<file path="config.mk">
export PLATFORM = sky130hd
export DESIGN_NAME = pipeline_scoreboard
export DESIGN_NICKNAME = d
export VERILOG_FILES = /design/src/rtl/pipeline_scoreboard.sv
export SDC_FILE = /design/constraint.sdc
export NUM_CORES = 1
export LEC_CHECK = 0
export CELL_PAD_IN_SITES_DETAIL_PLACEMENT = 1
export CELL_PAD_IN_SITES_GLOBAL_PLACEMENT = 2
export CORE_AREA = 8 8 197 105
export CTS_CLUSTER_DIAMETER = 120
export DETAILED_ROUTE_END_ITERATION = 8
export DIE_AREA = 0 0 205 113
export PLACE_DENSITY_LB_ADDON = 0.1
export REMOVE_ABC_BUFFERS = 1
export SLEW_MARGIN = 20
export SYNTH_ARGS = -nofsm -noshare
export SYNTH_HDL_FRONTEND = slang
export SYNTH_SLANG_ARGS = --single-unit
export TNS_END_PERCENT = 50
</file>
<file path="constraint.sdc">
create_clock -name clk_i -period 4.5 [get_ports clk_i]
set_clock_uncertainty 0.2 [all_clocks]
set_input_delay 0.45 -clock clk_i [delete_from_list [all_inputs] [get_ports clk_i]]
set_output_delay 0.45 -clock clk_i [all_outputs]
set_load 0.05 [all_outputs]
</file>
<file path="src/rtl/pipeline_scoreboard.sv">
// Hazard/forwarding controller for the in-order pipeline: tracks in-flight register writes
// per post-ID stage, picks per-source forwarding selects, raises ID stalls, counts events.
module pipeline_scoreboard #(
  parameter int unsigned NUM_SRC = 2,
  parameter int unsigned DEPTH   = 3,
  parameter int unsigned FWD_EN  = 1,
  parameter int unsigned CNT_W   = 32,
  parameter int unsigned SEL_W   = 3
) (
  input  logic                     clk_i,
  input  logic                     rst_ni,
  input  logic                     id_valid_i,
  input  logic [5*NUM_SRC-1:0]     id_src_num_i,
  input  logic [NUM_SRC-1:0]       id_src_used_i,
  input  logic [4:0]               id_dst_num_i,
  input  logic                     id_wr_en_i,
  input  logic                     id_is_load_i,
  input  logic                     flush_i,
  input  logic                     halt_i,
  output logic                     stall_o,
  output logic                     issue_o,
  output logic [SEL_W*NUM_SRC-1:0] fwd_sel_o,
  output logic [CNT_W-1:0]         perf_cycles_o,
  output logic [CNT_W-1:0]         perf_stalls_o,
  output logic [CNT_W-1:0]         perf_flushes_o
);

  // Index k holds stage k+1 (index 0 = EX, index DEPTH-1 = WB).
  logic [DEPTH-1:0] valid_q, valid_d;
  logic [DEPTH-1:0] load_q, load_d;
  logic [4:0]       dst_q [DEPTH];
  logic [4:0]       dst_d [DEPTH];

  logic [CNT_W-1:0] cycles_q, cycles_d;
  logic [CNT_W-1:0] stalls_q, stalls_d;
  logic [CNT_W-1:0] flushes_q, flushes_d;

  logic hazard;

  always_comb begin
    logic [4:0] src;
    logic       hit;
    int         young;
    hazard    = 1'b0;
    fwd_sel_o = '0;
    for (int i = 0; i < int'(NUM_SRC); i++) begin
      src   = id_src_num_i[5*i +: 5];
      hit   = 1'b0;
      young = 0;
      // Scan oldest to youngest so the youngest match overwrites.
      for (int k = int'(DEPTH) - 1; k >= 0; k--) begin
        if (valid_q[k] && (dst_q[k] == src) && (dst_q[k] != 5'd0) &&
            id_src_used_i[i] && id_valid_i) begin
          hit   = 1'b1;
          young = k;
        end
      end
      if (hit) begin
        fwd_sel_o[SEL_W*i +: SEL_W] = SEL_W'(young + 1);
        if (FWD_EN != 0) begin
          if (young == 0 && load_q[0]) hazard = 1'b1;
        end else begin
          // The WB stage is served by register-file write-through.
          if (young < int'(DEPTH) - 1) hazard = 1'b1;
        end
      end
    end
  end

  assign stall_o = halt_i | (hazard & ~flush_i);
  assign issue_o = id_valid_i & ~stall_o & ~flush_i & ~halt_i;

  always_comb begin
    valid_d[0] = issue_o & id_wr_en_i & (id_dst_num_i != 5'd0);
    load_d[0]  = id_is_load_i;
    dst_d[0]   = id_dst_num_i;
    for (int k = 1; k < int'(DEPTH); k++) begin
      valid_d[k] = valid_q[k-1];
      load_d[k]  = load_q[k-1];
      dst_d[k]   = dst_q[k-1];
    end
  end

  always_comb begin
    cycles_d  = (cycles_q == '1) ? cycles_q : cycles_q + CNT_W'(1);
    stalls_d  = stalls_q;
    flushes_d = flushes_q;
    if (stall_o && stalls_q != '1)   stalls_d  = stalls_q + CNT_W'(1);
    if (flush_i && flushes_q != '1)  flushes_d = flushes_q + CNT_W'(1);
  end

  always_ff @(posedge clk_i) begin
    if (!rst_ni) begin
      valid_q   <= '0;
      cycles_q  <= '0;
      stalls_q  <= '0;
      flushes_q <= '0;
    end else if (!halt_i) begin
      valid_q   <= valid_d;
      cycles_q  <= cycles_d;
      stalls_q  <= stalls_d;
      flushes_q <= flushes_d;
    end
  end

  // Payload needs no reset; valid_q gates every use.
  always_ff @(posedge clk_i) begin
    if (rst_ni && !halt_i) begin
      load_q <= load_d;
      dst_q  <= dst_d;
    end
  end

  assign perf_cycles_o  = cycles_q;
  assign perf_stalls_o  = stalls_q;
  assign perf_flushes_o = flushes_q;

endmodule

</file>
### Word-level counts from Yosys, hierarchy flattened

Index checks and enable logic that the tools add are counted.
Widths: inputs -> output; s select.

* flip-flop bits (word level): 115
* bits of input ports: 24
* output and inout bits: 104
* logic and storage cells: 90

* add/subtract/negate cells: 5
* equal/unequal tests: 9
* mux-type cells: 18
* bitwise gates (word level): 11
* reduce and logical (&&, ||, !) cells: 39

Operators by type and width (number)
* $mux 32: 4
* $add 32x1->32 const B: 3
* $logic_not 32->1: 2
* $ne 32x32->1 const B: 2
* $eq 32x32->1 const B: 1
* $eq 5x5->1: 6
* $logic_and 1x1->1: 29
* $reduce_bool 5->1: 4
* $mux 1: 10
* $add 3x2->3 const B: 2
* $and 1x1->1: 6
* $mux 3: 2
* $reduce_and 2->1: 3
* $mux 2: 2
* $not 1->1: 4
* $logic_not 1->1: 1
* $or 1x1->1: 1

### Longest topological paths before layout

Gate-level depths: netlist (run 1).

* word-level depth: 22
* mapped depth: 12
* gate-level depth less buffers: 10

### Worst setup path after synthesis (run 1)

No wires, ideal clock.

* path type: flip-flop to output port
* from: register dst_q (netlist bit dst_d[0])
* to: output port stall_o
* arrival: 2.901 ns
* data required time: 3.850 ns
* path slack: 0.949 ns
* cell stages (with the launch flop): 12
* path through: edfxtp_1 -> or4_1 -> o21ai_1 -> or4_1 -> and2b_1 -> inv_1 -> ha_1 -> nand2_1 -> o22a_4 -> buf_6 -> buf_2 -> o21bai_1

* cells in the longest elaborated chain, start to end: 15

RTL lines
* start, declared: line 31 `logic [4:0] dst_q [DEPTH];`
* start signal, assigned: line 110 `dst_q <= dst_d;`
* $eq 5x5->1: line 52 `if (valid_q[k] && (dst_q[k] == src) && (dst_q[k] != 5'd0) &&`
* $logic_and 1x1->1 (3 in series): line 52
* $logic_and 1x1->1: line 53 `id_src_used_i[i] && id_valid_i) begin`
* $mux 32 (2 in series): line 52
* $logic_not 32->1: line 61 `if (young == 0 && load_q[0]) hazard = 1'b1;`
* $logic_and 1x1->1: line 61
* $mux 1: line 61
* $mux 1: line 58 `if (hit) begin`
* $mux 1: line 61
* $mux 1 (*): line 58
* $and 1x1->1 (*): line 70 `assign stall_o = halt_i | (hazard & ~flush_i);`
* $or 1x1->1 (*): line 70
* end, declared: line 20 `output logic stall_o,`

Every way passes the cells marked *; elsewhere a longest branch is shown, timed or not.

### Worst setup path after layout (run 1)

* from: register dst_q (netlist bit dst_d[0])
* to: output port fwd_sel_o[1]

* cells in the longest elaborated chain, start to end: 9

RTL lines
* $eq 5x5->1: line 52
* $logic_and 1x1->1: line 52
* $logic_and 1x1->1 (*) (2 in series): line 52
* $logic_and 1x1->1 (*): line 53
* $mux 32 (2 in series): line 52
* $add 3x2->3: line 59 `fwd_sel_o[SEL_W*i +: SEL_W] = SEL_W'(young + 1);`
* $mux 3 (*): line 58
* end, declared: line 22 `output logic [SEL_W*NUM_SRC-1:0] fwd_sel_o,`

Marks and branches as above.

==> results of run 1 <==
==> layer usage <==
layer	share of wire, %	global-route usage [%]	up-vias
met5	0	0	-
met3	4.6	4.14	21
met1	51	22.9	2613
met2	43	25.3	96
met4	1.2	5.21	0
li1	-	-	2599
==> worst paths after layout <==
path,depth (start not counted),start,to,slack [ns]
worst max-delay path,8,dst_d[0],fwd_sel_o[1],0.26
worst min-delay path,2,perf_stalls_o[22],perf_stalls_o[22],0.30
worst max register to register,10,dst_d[0],perf_stalls_o[16],0.85
worst min register to register,2,perf_stalls_o[22],perf_stalls_o[22],0.30
==> registers in the layout, summed over array words and instances, names as in the netlist <==
| name | count |
|---|---|
| load_q | 1 |
| dst_q | 5 |
| dst_d | 10 |
| valid_q | 3 |
| perf_cycles_o | 32 |
| perf_stalls_o | 32 |
| perf_flushes_o | 32 |
==> through the flow <==
stage | utilization [%] | total power [W] | setup slack (ns)
2_1_floorplan | - | 0.00114 | 1.06
3_3_place_gp | 40.5 | 0.00121 | 0.531
3_5_place_dp | 40.5 | 0.00121 | 0.466
4_1_cts | 44.1 | 0.00271 | 0.242
5_1_grt | 44.1 | 0.00276 | 0.154
6_report | 44.1 | 0.00267 | 0.257
==> final cells by class <==
class                           instances  area [sq um]  share of cell area, %
Clock inverter                          9           149                   1.88
Timing Repair Buffer                  133          1320                   16.7
Multi-Input combinational cell        493          3140                   39.6
Sequential cell                       115          2460                   31.1
Tap cell                              240           300                   3.79
Inverter                               15          56.3                  0.711
Clock buffer                           23           488                   6.16
==> power breakdown <==
part / total, W / internal (W) / switching, W
Clock: 0.00148 / 0.000984 / 0.000497
Sequential: 0.00107 / 0.00105 / 0.0000152
Combinational: 0.000120 / 0.0000495 / 0.0000707
Total: 0.00267 / 0.00209 / 0.000583
==> tightest hold or removal path, stage by stage (launching register included) <==
cell                      delay [ns]
sky130_fd_sc_hd__dfxtp_1        0.33
sky130_fd_sc_hd__nand2_1        0.06
sky130_fd_sc_hd__mux2i_1        0.06
==> placed cells by master, fill, tap and decap left out, types with 7 or more instances in the layout <==
master	count
sky130_fd_sc_hd__nand3_1	33
sky130_fd_sc_hd__xor2_1	36
sky130_fd_sc_hd__mux2i_1	9
sky130_fd_sc_hd__clkbuf_16	17
sky130_fd_sc_hd__a21oi_1	24
sky130_fd_sc_hd__o21ai_0	7
sky130_fd_sc_hd__edfxtp_1	16
sky130_fd_sc_hd__dfxtp_1	99
sky130_fd_sc_hd__nor2_1	68
sky130_fd_sc_hd__o31ai_1	17
sky130_fd_sc_hd__nand2_1	53
sky130_fd_sc_hd__nand4_1	38
sky130_fd_sc_hd__or4_1	24
sky130_fd_sc_hd__clkdlybuf4s50_1	125
sky130_fd_sc_hd__and4_1	12
sky130_fd_sc_hd__and3_1	10
sky130_fd_sc_hd__buf_4	7
sky130_fd_sc_hd__inv_1	14
sky130_fd_sc_hd__nor3_1	14
sky130_fd_sc_hd__nand2b_1	10
sky130_fd_sc_hd__ha_1	7
sky130_fd_sc_hd__and2_1	11
sky130_fd_sc_hd__nor4_1	16
sky130_fd_sc_hd__xnor2_1	48
==> cell families after synthesis <==
kind of cell / share of synthesized area (%)
flops: 42.6
compound gates: 8.90
mux: 1.56
fa+ha+maj: 1.52
xor+xnor: 12.7
buf+inv: 3.10
simple gates: 29.6
==> results.md, run 1 <==
- The post-synthesis cell count is 650.
- The final critical-path share of the clock period is between 90% and 100%.
- The DRC violation count after routing is 0.
- The critical path is of the flop to primary output type.
- The HPWL after detailed placement is approximately 14 mm.
- The count of nets left with antenna violations once routing finished came out at 0.
- The overall overflow remaining after global route is 0.
- The routed design could run at a clock period as short as between 4 and 5 ns.
- Of all cell types, the one taking the most synthesized area is sky130_fd_sc_hd__dfxtp_1.
- From synthesis to final layout, the design area changed by 37.0%.
- The most common flop cell mapped by yosys is sky130_fd_sc_hd__dfxtp_1.
- Summed over all cells, the static leakage comes to ~2.6 nW.
- The average instance area after synthesis is between 8 and 9 sq um.
- Setup repair after global routing left no endpoint under its margin.
- Across the VDD grid, the largest voltage drop is 0.000230 V.
- The clock latency reported for the late side of the worst-skew pair is between 0.4 and 0.5 ns.
- The finished layout holds between 1000 and 1500 standard cells, fillers aside.
- The overall global routing resource usage is between 10% and 20%.
- The largest single stage delay on the critical path is ~0.81 ns.
- The initialized floorplan defines 35 standard-cell rows.
- The number of sinks on the clock net is 115.
- The worst setup path is launched from a flop.
- Based on the critical path, the design can be clocked at up to ~240 MHz.
- The core region is 18000 sq um.
- For this block, the initial DRC count from the detailed router was 280.
- Pin placement for this block handled between 100 and 150 I/O pins.
- In this run the cell area measured after placement is between 7000 and 8000 sq um.
- During synthesis, Yosys emitted a total of 0 warnings.
- The category of the worst setup path capture point is a primary output.
- The cell family contributing the most delay on the critical path is simple AND/OR/NAND/NOR gates.
- The netlist uses between 40 and 50 different library cells.
- The root buffer cell chosen for the clock tree is sky130_fd_sc_hd__clkbuf_16.
- After filler insertion, the fill cell instance count of the layout stands at 2039.
- The die area is around 23000 sq um.
- The number of gates resized after CTS is 0.
- The finished cells cover about 7900 sq um.
- The cell with the most instances after synthesis is sky130_fd_sc_hd__dfxtp_1.
- The die is between 100 and 150 microns tall.
- The worst-case headroom to the max-slew limit is 39.4%.
- The top-area cell type share of the netlist area is 34.3%.
- The hold buffer count at cts is 0.
- The number of register bits inferred by synthesis is about 120.
- The worst path buffer plus inverter count is 1.
- The signal on the critical path passes through or4_1, o21ai_1, or4_1, nand2_1, or2_2, ha_1, nor2b_1, clkdlybuf4s50_1.
- The final setup violation count is 0.
- In this run the worst hold path is classified as flop to flop.
- After synthesis, the cell types taking the most area are sky130_fd_sc_hd__dfxtp_1 (34%), sky130_fd_sc_hd__edfxtp_1 (8.3%), sky130_fd_sc_hd__xnor2_1 (7.3%), sky130_fd_sc_hd__xor2_1 (5.5%), sky130_fd_sc_hd__nor2_1 (4.4%).
- The floorplan die width is slightly above 200 microns.
- The sequential fraction of the synthesis area is between 40% and 50%.
- The required time of the critical path is just under 4 ns.
- The clock passes through at most 2 buffers.
- During placement, the flow inserted port buffers numbering around 130.
- The post-layout net count is around 800.
- The count of H-tree levels built during CTS is 4.
- The total clock buffers created by CTS is 17.
- The number of antenna violations at the first check in global routing is 0.
- For this run, asynchronously set or reset flops after synthesis account for 0%.
- The pin count of the biggest net entering global routing is 57.
- The post-synthesis cell area is about 5800 sq um.
- In this design, the critical path's most frequently occurring cell is sky130_fd_sc_hd__or4_1.
- In this run the power density over the cells is between 300 and 400 nW/um^2.
- The cell with the largest stage delay on the worst path is sky130_fd_sc_hd__clkdlybuf4s50_1.
- The tightest hold path in the finished design has a slack of ~0.3 ns.
- The number of optimization iterations in the first detailed-route pass is 4.
- The congestion estimate from routability-driven global placement came to a little under 0.9.
- The number of global-route vias before repair is between 5000 and 6000.
- In the final routed layout, each cell accounts on average for between 15 and 20 microns.
- The final route contains about 5300 vias.
- The transition time of the tightest slew-check pin is between 0.8 and 0.9 ns.
- Cells with a size suffix above 1 make up slightly above 6% of the layout.
- Sorting the synthesized cells by how often they occur yields sky130_fd_sc_hd__dfxtp_1 (99), sky130_fd_sc_hd__nor2_1 (68), sky130_fd_sc_hd__nand2_1 (53), sky130_fd_sc_hd__xnor2_1 (48), sky130_fd_sc_hd__nand4_1 (38).
- Once the clock tree was built, the setup fixing pass inserted 0 buffers.
- The number of antenna repair diodes is 0.
- The final hold violation count was 0.
- The global-route wire length before repair is between 30 and 40 mm.
- For this block, the routed nets add up to approximately 19 mm of wire.
- The final count of pins violating max slew is 0.
- In this run the worst path has a maximum fanout of 4.
- Data on the critical path arrives at its endpoint at approximately 3.6 ns.
- The number of flops mapped to enable cells by yosys is 16.
- For this configuration, the core starts out at a cell density of between 30% and 40%.
- Max-cap violations in this run came to 0.
- The flow ran to the end, and the final reports show no timing, DRC or antenna violations.
- The final sum of negative setup slack is 0 ns.
- The clock slew at the register clock pins of the worst setup and hold paths is approximately 0.050 ns.
- The number of vias per cell after detailed routing is around 5.2.
- Counting tap cells, the placed design contains a total of roughly 1000 instances.
- The CTS tree is built.
Note: power is estimated with default switching activity, not from simulation.
==> run 2: changes to the inputs <==
Settings changed: CAP_MARGIN set to 15.
==> results of run 2 <==
Same layout as run 1: the final DEF is identical, and so are final timing and power.
